[src/rtl/data_cache_if.sv]
// rtl/data_cache_if.sv - CPU load/store port and memory block port of the data cache
interface data_cache_if;
    logic        READ;
    logic        WRITE;
    logic [7:0]  ADDRESS;
    logic [7:0]  WRITEDATA;
    logic [7:0]  READDATA;
    logic        BUSYWAIT;
    logic        MEM_READ;
    logic        MEM_WRITE;
    logic [5:0]  MEM_ADDRESS;
    logic [31:0] MEM_WRITEDATA;
    logic [31:0] MEM_READDATA;
    logic        MEM_BUSYWAIT;

    modport slave (
        input  READ, WRITE, ADDRESS, WRITEDATA, MEM_READDATA, MEM_BUSYWAIT,
        output READDATA, BUSYWAIT, MEM_READ, MEM_WRITE, MEM_ADDRESS, MEM_WRITEDATA
    );

    modport master (
        output READ, WRITE, ADDRESS, WRITEDATA, MEM_READDATA, MEM_BUSYWAIT,
        input  READDATA, BUSYWAIT, MEM_READ, MEM_WRITE, MEM_ADDRESS, MEM_WRITEDATA
    );
endinterface

[src/rtl/data_cache.sv]
// rtl/data_cache.sv - direct-mapped write-back write-allocate 8x4-byte data cache
module data_cache (
    input  logic        CLK,
    input  logic        RESET,
    data_cache_if.slave bus
);
    typedef enum logic [1:0] {S_IDLE, S_WRITEBACK, S_FETCH} state_t;

    state_t      r_state;
    state_t      w_next;
    logic [31:0] r_data [0:7];
    logic [2:0]  r_tag  [0:7];
    logic [7:0]  r_valid;
    logic [7:0]  r_dirty;

    logic [2:0]  w_tag;
    logic [2:0]  w_index;
    logic [1:0]  w_offset;
    logic [4:0]  w_bit;
    logic [31:0] w_block;
    logic        w_req;
    logic        w_hit;
    logic        w_fill;
    logic        w_wr_hit;

    assign w_tag    = bus.ADDRESS[7:5];
    assign w_index  = bus.ADDRESS[4:2];
    assign w_offset = bus.ADDRESS[1:0];
    assign w_bit    = {w_offset, 3'b000};
    assign w_block  = r_data[w_index];
    assign w_req    = bus.READ | bus.WRITE;
    assign w_hit    = r_valid[w_index] && (r_tag[w_index] == w_tag);

    always_comb begin
        w_next            = r_state;
        w_fill            = 1'b0;
        w_wr_hit          = 1'b0;
        bus.READDATA      = 8'h00;
        bus.BUSYWAIT      = 1'b0;
        bus.MEM_READ      = 1'b0;
        bus.MEM_WRITE     = 1'b0;
        bus.MEM_ADDRESS   = 6'h00;
        bus.MEM_WRITEDATA = 32'h0;
        case (r_state)
            S_IDLE: begin
                bus.BUSYWAIT = w_req && !w_hit;
                if (bus.READ && w_hit)
                    bus.READDATA = w_block[w_bit +: 8];
                // a simultaneous READ and WRITE is handled as a store
                w_wr_hit = bus.WRITE && w_hit;
                if (w_req && !w_hit)
                    w_next = (r_valid[w_index] && r_dirty[w_index]) ? S_WRITEBACK : S_FETCH;
            end
            S_WRITEBACK: begin
                bus.BUSYWAIT      = 1'b1;
                bus.MEM_WRITE     = 1'b1;
                bus.MEM_ADDRESS   = {r_tag[w_index], w_index};
                bus.MEM_WRITEDATA = w_block;
                if (!bus.MEM_BUSYWAIT)
                    w_next = S_FETCH;
            end
            S_FETCH: begin
                bus.BUSYWAIT    = 1'b1;
                bus.MEM_READ    = 1'b1;
                bus.MEM_ADDRESS = bus.ADDRESS[7:2];
                if (!bus.MEM_BUSYWAIT) begin
                    w_fill = 1'b1;
                    w_next = S_IDLE;
                end
            end
            default: w_next = S_IDLE;
        endcase
    end

    // Reset leaves data and tags untouched; clearing valid/dirty is enough.
    always_ff @(posedge CLK) begin
        if (RESET) begin
            r_state <= S_IDLE;
            r_valid <= 8'h00;
            r_dirty <= 8'h00;
        end else begin
            r_state <= w_next;
            if (w_fill) begin
                r_data[w_index]  <= bus.MEM_READDATA;
                r_tag[w_index]   <= w_tag;
                r_valid[w_index] <= 1'b1;
                r_dirty[w_index] <= 1'b0;
            end else if (w_wr_hit) begin
                r_data[w_index][w_bit +: 8] <= bus.WRITEDATA;
                r_dirty[w_index]            <= 1'b1;
            end
        end
    end
endmodule

[src/flat_wrapper.sv]
// flat-port wrapper written by rule: the top's interface ports become plain ports
module data_cache_flat 
  (CLK, RESET, bus_READ, bus_WRITE, bus_ADDRESS, bus_WRITEDATA, bus_MEM_READDATA, bus_MEM_BUSYWAIT, bus_READDATA, bus_BUSYWAIT, bus_MEM_READ, bus_MEM_WRITE, bus_MEM_ADDRESS, bus_MEM_WRITEDATA);
  data_cache_if bus_i ();
  input  logic CLK;
  input  logic RESET;
  input wire logic [$bits(bus_i.READ)-1:0] bus_READ;
  input wire logic [$bits(bus_i.WRITE)-1:0] bus_WRITE;
  input wire logic [$bits(bus_i.ADDRESS)-1:0] bus_ADDRESS;
  input wire logic [$bits(bus_i.WRITEDATA)-1:0] bus_WRITEDATA;
  input wire logic [$bits(bus_i.MEM_READDATA)-1:0] bus_MEM_READDATA;
  input wire logic [$bits(bus_i.MEM_BUSYWAIT)-1:0] bus_MEM_BUSYWAIT;
  output wire logic [$bits(bus_i.READDATA)-1:0] bus_READDATA;
  output wire logic [$bits(bus_i.BUSYWAIT)-1:0] bus_BUSYWAIT;
  output wire logic [$bits(bus_i.MEM_READ)-1:0] bus_MEM_READ;
  output wire logic [$bits(bus_i.MEM_WRITE)-1:0] bus_MEM_WRITE;
  output wire logic [$bits(bus_i.MEM_ADDRESS)-1:0] bus_MEM_ADDRESS;
  output wire logic [$bits(bus_i.MEM_WRITEDATA)-1:0] bus_MEM_WRITEDATA;
  assign bus_i.READ = bus_READ;
  assign bus_i.WRITE = bus_WRITE;
  assign bus_i.ADDRESS = bus_ADDRESS;
  assign bus_i.WRITEDATA = bus_WRITEDATA;
  assign bus_i.MEM_READDATA = bus_MEM_READDATA;
  assign bus_i.MEM_BUSYWAIT = bus_MEM_BUSYWAIT;
  assign bus_READDATA = bus_i.READDATA;
  assign bus_BUSYWAIT = bus_i.BUSYWAIT;
  assign bus_MEM_READ = bus_i.MEM_READ;
  assign bus_MEM_WRITE = bus_i.MEM_WRITE;
  assign bus_MEM_ADDRESS = bus_i.MEM_ADDRESS;
  assign bus_MEM_WRITEDATA = bus_i.MEM_WRITEDATA;
  data_cache u_core (.CLK(CLK), .RESET(RESET), .bus(bus_i));
endmodule
[config.mk]
export PLATFORM = sky130hd
export DESIGN_NAME = data_cache_flat
export DESIGN_NICKNAME = d
export VERILOG_FILES = /design/src/rtl/data_cache_if.sv /design/src/rtl/data_cache.sv /design/src/flat_wrapper.sv
export SDC_FILE = /design/constraint.sdc
export NUM_CORES = 1
export LEC_CHECK = 0
export CAP_MARGIN = 15
export CORE_ASPECT_RATIO = 0.6
export CORE_UTILIZATION = 53
export CTS_CLUSTER_SIZE = 40
export DETAILED_ROUTE_END_ITERATION = 8
export PLACE_DENSITY = 0.7
export SYNTH_ARGS = -nofsm -noshare
export SYNTH_HDL_FRONTEND = slang
export SYNTH_SLANG_ARGS = --single-unit
[constraint.sdc]
create_clock -name CLK -period 4.6 [get_ports CLK]
set_input_delay 1.38 -clock CLK [delete_from_list [all_inputs] [get_ports CLK]]
set_output_delay 1.38 -clock CLK [all_outputs]
set_load 0.1 [all_outputs]
==> impl_metrics.tcl, run 1 <==
set metrics [dict create \
    synth_top_family_by_area "multiplexers" \
    fin_nets 1224 \
    final_util_pct 73.6 \
    cts_hold_buf 0 \
    worst-path-max-fanout 7 \
    final_cell_mix "280 x edfxtp_1, 159 x buf_4, 75 x mux2i_1" \
    num_io_pins 102 \
    grt_antenna_before_repair 0 \
    min_period_over_period_pct 102 \
    grt_pass1_vias 8990 \
    syn_area_um2 13300 \
    yosys.area_share.simple_pct 8.59 \
    cts_tree "done" \
    ctsLongestPathBuffers 3 \
    tightest_slew_ns 0.958 \
    p_leak_uw 0.00659 \
    drive_gt1_share_pct 35.4 \
    powerDensity_nw_per_um2 338 \
    dieArea_um2 25700 \
    worstSkewPairLatency_ns 0.56 \
    grt_max_degree 32 \
    peakVddDrop_mv 0.246 \
    start_util_pct 54.4 \
    cts_root_buf "clkbuf_16" \
    synth-adder-area-share_pct 0.849 \
    synth_xor_area_share_pct 0 \
    die_h_um 125 \
    grt_pass1_wl_um 58600 \
    drc 0 \
    finalHoldViolCount 0 \
    rsz0062_at_grt "true" \
    synth_area_per_cell_um2 14.8 \
    fin_skew_ns 0.0180 \
    drtAntennaViolNets 0 \
    clock_sinks 298 \
    ys_ff_latch 298 \
    cts-buffers-inserted 27 \
    dieWidth_um 206 \
    finalWeightedCongestion 0.996 \
    max_cap_viol_count 0 \
    max_freq_mhz 213 \
    synth_edf_count 280 \
    via_count 9261 \
    ys.flop_type "edfxtp_1" \
    muxShareOfSynthArea_pct 13.1 \
    setup_viol_count_final 9 \
    slew_viol_final 0 \
    crit_path_start_kind "primary input" \
    ys_warn_count 0 \
    wl_per_cell_um 27.2 \
    hold_class "flop to flop" \
    port_buffers 101 \
    async_reset_ff_share_pct 0 \
    overflow 0 \
    yosysSeqAreaShare_pct 66.1 \
    path_class "primary input to output pin" \
    place_hpwl_um 28800 \
    crit_required_ns 3.22 \
    drt_wl_total_um 40800 \
    dp.cells 1440 \
    htree_levels 1 \
    netlist_instances 894 \
    final_common_cell "edfxtp_1" \
    fin_cells 1504 \
    synth-compound-area-share_pct 7.68 \
    rows 44 \
    via_per_inst 6.16 \
    area_growth_pct 35.3 \
    status "complete, but fails checks" \
    diodes 0 \
    violations "negative setup slack" \
    coreArea_um2 24400 \
    drt_first_pass_iters 6 \
    clkTransAtPathRegs_ns 0.08 \
    ys_types 55 \
    grt.total_usage_pct 32.3 \
    reg2reg_depth 8 \
    period_needed_ns 4.69 \
    endpoint_kind "output pin" \
    post-place-ws_ns -0.549 \
    synth_nets 956 \
    crit_arrival_ns 3.31 \
    final.setup.worst_slack_ns -0.0878 \
    drt_iter0_markers 1234 \
    hold_depth 2 \
    slew_headroom_pct 35.9 \
]
==> kinds of logic after synthesis <==
| group | count (synthesis) |
|---|---|
| flip-flops | 298 |
| buffers and inverters | 96 |
| multiplexers | 130 |
| AND/OR/NAND/NOR | 228 |
| AO/OA/AOI/OAI | 133 |
| adder cells (fa/ha/maj) | 9 |
==> cells in the mapped netlist, types with 12 or more instances <==
cell      count  share of area (%)
o21ai_0      13               0.49
edfxtp_1    280                 63
o22ai_1      21               0.99
dfxtp_1      18                2.7
a221oi_1     22                1.5
nor2b_1      35                1.7
mux4_2       33                5.6
clkbuf_1     17               0.48
nor2_1       80                2.3
mux2_2       17                1.4
a21oi_1      14               0.53
mux2i_1      80                6.0
nor3_1       12               0.45
and2_1       13               0.61
a22oi_1      14               0.79
nand2_1      53                1.5
inv_1        43                1.2
buf_2        15               0.57
==> report_power, final <==
group          internal (uW)  switching [uW]  total, uW
Clock                   1300            1010       2310
Sequential              2980            6.47       2990
Combinational            329             434        763
==> layout make-up <==
type / count / area (um^2)
clock buffers: 31 / 691
clock inverters: 18 / 190
fillers: 1525 / 6440
inverters: 44 / 169
multi-input cells: 500 / 4510
flip-flops and latches: 298 / 8770
well taps: 322 / 403
repair buffers: 291 / 3210
==> worst max-delay path: stages <==
cell,delay [ns]
buf_12,0.12
buf_8,0.13
buf_6,0.12
mux4_2,0.49
mux2_4,0.30
mux4_2,0.46
nor2b_4,0.15
buf_12,0.16
==> metrics by stage <==
step | hold slack (ns) | instance area (um^2) | setup TNS (ns) | power (uW)
6_report | 0.483 | 17900 | -0.452 | 6060
5_1_grt | 0.508 | 17900 | -0.923 | 6180
4_1_cts | 0.480 | 17900 | -0.328 | 6030
3_5_place_dp | 0.466 | 16500 | -5.08 | 3730
3_3_place_gp | 0.451 | 16500 | -4.18 | 3730
2_1_floorplan | 0.432 | 13500 | -2.20 | 3410
==> registers in the layout, summed over array words and instances (netlist names), named ones only <==
register and flops:
u_core.r_data 256, u_core.r_state 2, u_core.r_tag 24, u_core.r_valid 8
==> worst paths after layout <==
| path | startpoint | to | slack (ns) |
|---|---|---|---|
| max | bus_ADDRESS[2] | bus_READDATA[1] | -0.09 |
| min reg2reg | u_core.r_valid[7]$_SDFFE_PP0P_ | u_core.r_valid[7]$_SDFFE_PP0P_ | 0.48 |
| max reg2reg | u_core.r_tag[0][0]$_DFFE_PP_ | u_core.r_data[7][20]$_DFFE_PP_ | 1.57 |
| min | u_core.r_valid[7]$_SDFFE_PP0P_ | u_core.r_valid[7]$_SDFFE_PP0P_ | 0.48 |
==> metal layers <==
layer | part of all wire (%) | track usage, %
met1 | 40 | 47.9
met2 | 43 | 45.2
met3 | 14 | 11.0
met4 | 3.2 | 9.00
met5 | 0 | 0
==> timing repair <==
item                                    CTS  global route
pin swaps                                11             4
hold endpoints to repair                  0             0
endpoints found under the setup margin   21             9
resized for setup                        78            15
buffers inserted                         10             3
gates cloned                              3             0
(Power assumes the default switching activity.)
==> run 2, diff against run 1 <==
--- a/config.mk
+++ b/config.mk
@@ -7,9 +7,11 @@
 export LEC_CHECK = 0
 export CAP_MARGIN = 15
 export CORE_ASPECT_RATIO = 0.6
+export CORE_MARGIN = 8
 export CORE_UTILIZATION = 53
 export CTS_CLUSTER_SIZE = 40
 export DETAILED_ROUTE_END_ITERATION = 8
+export HOLD_SLACK_MARGIN = 0.15
 export PLACE_DENSITY = 0.7
 export SYNTH_ARGS = -nofsm -noshare
 export SYNTH_HDL_FRONTEND = slang
==> run 2 against run 1 <==
Against the previous run:
- the run still ends with negative setup slack left
- die area up 19%
- wire length up 3.2%
- first-iteration DRC count up 8.5%
- power up 3.7%
- design area up 1.9%
- critical endpoint is now bus_READDATA[5]
- largest cell class unchanged
==> impl_metrics.tcl, run 2 (same netlist as run 1, synthesis figures left out) <==
set metrics [dict create \
    status "complete, but fails checks" \
    violations "negative setup slack" \
    final.setup.worst_slack_ns -0.0738 \
    drive_gt1_share_pct 37.6 \
    r2r_start "u_core.r_tag[2][2]$_DFFE_PP_" \
    holdWs_ns 0.475 \
    dieWidth_um 220 \
    cts_tree "done" \
    worstSkewPairLatency_ns 0.55 \
    wl_per_cell_um 27.8 \
    crit_path_start_kind "primary input" \
    nFillCells 1474 \
    tightest_slew_ns 0.979 \
    regMostFlops "u_core.r_data" \
    crit_arrival_ns 3.29 \
    htree_levels 1 \
    grt_max_degree 27 \
    p_leak_uw 0.00672 \
    slew_viol_final 0 \
    worstHoldStart "u_core.r_valid[2]$_SDFFE_PP0P_" \
    cts-buffers-inserted 27 \
    drc 0 \
    rsz0062_at_grt "true" \
    timing.critical_path.buf_inv 4 \
    p_comb_share_pct 12.6 \
    num_io_pins 102 \
    reg2reg_slack_ns 1.46 \
    endpoint_kind "output pin" \
    clkPwrFrac_pct 39.8 \
    dp.cells 1446 \
    ctsLongestPathBuffers 3 \
    area_growth_pct 37.8 \
    path_class "primary input to output pin" \
    slew_headroom_pct 34.6 \
    clkTransAtPathRegs_ns 0.06 \
    crit_required_ns 3.22 \
    rows 44 \
    crit_chain "buf_12, buf_4, mux2i_2, o22ai_2, or3_4, a22oi_4, nand3_4, buf_12, a21oi_4, buf_12" \
    holdPathEnd "u_core.r_valid[2]$_SDFFE_PP0P_" \
    powerDensity_nw_per_um2 344 \
    place_hpwl_um 29500 \
    port_buffers 101 \
    rr_endpoint "u_core.r_data[0][1]$_DFFE_PP_" \
    path_depth 10 \
    fin_skew_ns 0.0150 \
    slowest_stage "or3_4" \
    cts_root_buf "clkbuf_16" \
    coreArea_um2 24400 \
    final_cell_mix "280 x edfxtp_1, 165 x buf_4, 71 x nor2_1" \
    power.switching_uw 1440 \
    die_h_um 139 \
    via_per_inst 6.19 \
    tns_ns -0.494 \
    cpMostUsedCell "buf_12" \
    period_needed_ns 4.67 \
    worst-path-max-fanout 8 \
    max_freq_mhz 214 \
    slowest_delay_ns 0.39 \
    drtAntennaViolNets 0 \
    setup_viol_count_final 9 \
    hold_depth 2 \
    clock_sinks 298 \
    start_util_pct 54.4 \
    largest_reg_flops 256 \
    finalHoldViolCount 0 \
    grt_antenna_before_repair 1 \
    grt_pass1_vias 9159 \
    min_period_over_period_pct 102 \
    grt.total_usage_pct 26.6 \
    drt_first_pass_iters 5 \
    finalWeightedCongestion 0.940 \
    dieArea_um2 30500 \
    seqPwrFrac_pct 47.6 \
    via_count 9376 \
    final_common_cell "edfxtp_1" \
    fin_nets 1237 \
    reg_top3 "u_core.r_data (256), u_core.r_tag (24), u_core.r_valid (8)" \
    p_sw_share_pct 22.9 \
    peakVddDrop_mv 0.320 \
    fin_cells 1515 \
    reg2reg_depth 8 \
    grt_pass1_wl_um 59800 \
    overflow 0 \
    drt_iter0_markers 1339 \
    diodes 0 \
    power.internal_uw 4850 \
    max_cap_viol_count 0 \
    hold_class "flop to flop" \
    critPathTopFamily "buffers and inverters" \
    drt_wl_total_um 42100 \
]
[run 2: cell count changes in the layout (fill, tap and decap cells not counted), sizes merged]
cell,delta
clkbuf,-1
clkinv,-2
bufbuf,-1
bufinv,+4
inv,-1
buf,+12
[run 2: how the worst max path moves through the flow]
stage              startpoint              end
2_1_floorplan  bus_ADDRESS[2]  bus_READDATA[5]
3_3_place_gp   bus_ADDRESS[4]  bus_READDATA[7]
3_5_place_dp   bus_ADDRESS[4]  bus_READDATA[7]
4_1_cts        bus_ADDRESS[2]  bus_READDATA[5]
5_1_grt        bus_ADDRESS[2]  bus_READDATA[5]
6_report       bus_ADDRESS[2]  bus_READDATA[5]
[run 2: cell type report]
| class | instances | area (um^2) | area share, % |
|---|---|---|---|
| sequential | 298 | 8770 | 48.0 |
| inverter | 44 | 173 | 0.945 |
| tap | 322 | 403 | 2.20 |
| clock inverter | 19 | 290 | 1.59 |
| clock buffer | 28 | 679 | 3.72 |
| multi-input combinational | 500 | 4560 | 24.9 |
| timing repair buffer | 304 | 3410 | 18.6 |
[run 2: worst min-delay path, delay by kind of cell, from the launching register on]
kind               cells  cell delay [ns]
AOI/OAI and AO/OA      1             0.04
and+or+nand+nor        1             0.08
DFF                    1             0.32
[run 2: what timing repair did]
| item | CTS | global route |
|---|---|---|
| pin swaps | 22 | 17 |
| setup buffers | 17 | 4 |
| resized for setup | 81 | 28 |
| hold buffers | 0 | 0 |
| endpoints found under the setup margin | 14 | 11 |
| gates cloned | 3 | 2 |
[run 2: metal layers]
layer  routed length, um  GRT usage [%]  share of wire (%)  up-vias
li1                    -              -                  -     3996
met1               17300           37.7                 41     4702
met2               18500           38.0                 44      602
met3                5280           10.2                 13       76
met4                1060           7.01                2.5        0
met5                   0              0                  0        -
[run 2: power groups by stage]
stage | sequential [uW] | clock [uW] | combinational [uW]
3_5_place_dp | 3050 | 0 | 698
3_3_place_gp | 3050 | 0 | 689
5_1_grt | 2990 | 2600 | 822
6_report | 2990 | 2500 | 793
4_1_cts | 2990 | 2500 | 755
2_1_floorplan | 3050 | 0 | 361
[run 2: stage by stage]
stage | instance area (um^2) | power [uW] | util (%) | worst slack [ns]
2_1_floorplan | 13500 | 3410 | - | -0.315
3_3_place_gp | 16600 | 3740 | 68.0 | -0.299
3_5_place_dp | 16600 | 3750 | 68.0 | -0.278
4_1_cts | 18100 | 6240 | 74.1 | -0.0415
5_1_grt | 18300 | 6410 | 74.9 | -0.133
6_report | 18300 | 6280 | 74.9 | -0.0738
==> run 3, diff against run 2 <==
==> constraint.sdc (replaced) <==
create_clock -name CLK -period 5.67 [get_ports CLK]
set_input_delay 1.701 -clock CLK [delete_from_list [all_inputs] [get_ports CLK]]
set_output_delay 1.701 -clock CLK [all_outputs]
set_load 0.1 [all_outputs]
==> run 3 against run 2 <==
Against the previous run:
- sequential share of layout area rose by 4.5 points
- largest cell class unchanged
- utilization fell by 6.4 points
- critical path depth fell by 1
- clock skew fell by 0.0081 ns
- via count fell by 6.9%
- combinational power fell by 35%
- the run now ends clean
- power fell by 27%
- cell count fell by 5.2%
- design area fell by 8.6%
- non-clock buffer count fell by 79
- first-iteration DRC count fell by 16%
- sequential cell count did not move
==> impl_metrics.tcl, run 3 (same netlist as run 1, synthesis figures left out) <==
set metrics [dict create \
    status "finished clean" \
    rows 44 \
    grt_antenna_before_repair 0 \
    die_h_um 139 \
    path_class "primary input to output pin" \
    largest_reg_flops 256 \
    final_cell_mix "280 x edfxtp_1, 119 x buf_4, 80 x mux2i_1" \
    grt_pass1_vias 8638 \
    num_io_pins 102 \
    dieWidth_um 220 \
    worstSetupStartpoint "bus_ADDRESS[2]" \
    drive_gt1_share_pct 27.6 \
    grt_pass1_wl_um 57400 \
    reg2reg_slack_ns 2.47 \
    peakVddDrop_mv 0.233 \
    reg_top3 "u_core.r_data (256), u_core.r_tag (24), u_core.r_valid (8)" \
    setup_viol_count_final 0 \
    via_count 8730 \
    regMostFlops "u_core.r_data" \
    coreArea_um2 24400 \
    post-place-ws_ns 0.0614 \
    drtAntennaViolNets 0 \
    hold_class "flop to flop" \
    wl_per_cell_um 27.5 \
    drt_iter0_markers 1127 \
    via_per_inst 6.08 \
    period_needed_ns 5.58 \
    max_cap_viol_count 0 \
    start_util_pct 54.4 \
    cts_hold_buf 0 \
    drc 0 \
    htree_levels 1 \
    final_common_cell "edfxtp_1" \
    hold_depth 2 \
    finalWeightedCongestion 0.905 \
    cts_root_buf "clkbuf_16" \
    dieArea_um2 30500 \
    ctsLongestPathBuffers 3 \
    rsz0062_at_grt "false" \
    worstSkewPairLatency_ns 0.55 \
    slew_headroom_pct 35.4 \
    crit_path_start_kind "primary input" \
    area_growth_pct 26.0 \
    tns_ns 0 \
    max_freq_mhz 179 \
    holdWs_ns 0.492 \
    slew_viol_final 0 \
    tightest_slew_ns 0.942 \
    p_sw_share_pct 23.7 \
    crit_arrival_ns 3.88 \
    fin_nets 1158 \
    place_hpwl_um 28900 \
    fin_skew_ns 0.00688 \
    grt.total_usage_pct 25.6 \
    clkTransAtPathRegs_ns 0.06 \
    post-route-cell-area_um2 16700 \
    reg2reg_depth 7 \
    port_buffers 101 \
    min_period_over_period_pct 98.4 \
    seqPwrFrac_pct 52.6 \
    diodes 0 \
    drt_first_pass_iters 5 \
    cts-buffers-inserted 27 \
    clkPwrFrac_pct 36.2 \
    r2r_start "u_core.r_state[0]$_SDFFE_PP0P_" \
    finalHoldViolCount 0 \
    final.setup.worst_slack_ns 0.0909 \
    final_util_pct 68.5 \
    clock_sinks 298 \
    rr_endpoint "u_core.r_data[5][26]$_DFFE_PP_" \
    power.internal_uw 3520 \
    p_comb_share_pct 11.2 \
    power.switching_uw 1090 \
    drt_wl_total_um 39400 \
    cts_setup_buffers 0 \
    cts_tree "done" \
    overflow 0 \
    cts.repair.resized 0 \
    crit_required_ns 3.97 \
    grt_max_degree 39 \
    timing.critical_path.to "bus_READDATA[2]" \
    endpoint_kind "output pin" \
    placed_area_um2 15900 \
    worst-path-max-fanout 18 \
    powerDensity_nw_per_um2 276 \
    p_leak_uw 0.00605 \
]
==> run 3: power groups by stage <==
| stage | combinational [uW] | clock (uW) | sequential, uW |
|---|---|---|---|
| after CTS | 510 | 1680 | 2430 |
| after global routing | 542 | 1760 | 2430 |
| after floorplan | 281 | 0 | 2470 |
| after global placement | 502 | 0 | 2470 |
| after detailed placement | 509 | 0 | 2470 |
| final | 518 | 1670 | 2430 |
==> run 3: how the worst min path moves through the flow <==
| stage | start | to | slack, ns |
|---|---|---|---|
| finish | u_core.r_valid[6]$_SDFFE_PP0P_ | u_core.r_valid[6]$_SDFFE_PP0P_ | 0.49 |
| global route | u_core.r_valid[3]$_SDFFE_PP0P_ | u_core.r_valid[3]$_SDFFE_PP0P_ | 0.50 |
| global placement | u_core.r_valid[3]$_SDFFE_PP0P_ | u_core.r_valid[3]$_SDFFE_PP0P_ | 0.46 |
| CTS | u_core.r_valid[3]$_SDFFE_PP0P_ | u_core.r_valid[3]$_SDFFE_PP0P_ | 0.49 |
| detailed placement | u_core.r_valid[3]$_SDFFE_PP0P_ | u_core.r_valid[3]$_SDFFE_PP0P_ | 0.47 |
| floorplan | u_core.r_valid[2]$_SDFFE_PP0P_ | u_core.r_valid[2]$_SDFFE_PP0P_ | 0.43 |
==> run 3: stage by stage <==
stage               instances  total power, uW
floorplan                 894             2750
global placement         1389             2970
detailed placement       1389             2980
CTS                      1436             4620
global route             1436             4730
finish                   1436             4620
==> run 3: per-layer routing <==
metal  vias to the layer above  track usage [%]  part of all wire (%)
met4                         0             6.44                   2.5
met3                        72             7.84                    12
met2                       481             36.3                    43
li1                       3817                -                     -
met1                      4360             37.9                    42
met5                         -                0                     0
==> run 3: worst max-delay path: stages <==
cell and delay [ns]:
buf_4 0.14, buf_4 0.28, buf_4 0.25, mux2i_1 0.22
o22ai_1 0.11, nor3_1 0.53, mux4_2 0.40, nor2_2 0.06
buf_12 0.16
==> run 3: cell type report <==
cell class	count	area [um^2]
Multi-Input combinational cell	500	4120
Sequential cell	298	8770
Clock inverter	11	50.0
Clock buffer	36	729
Timing Repair Buffer	225	2470
Inverter	44	165
Tap cell	322	403
Fill cell	1687	7680
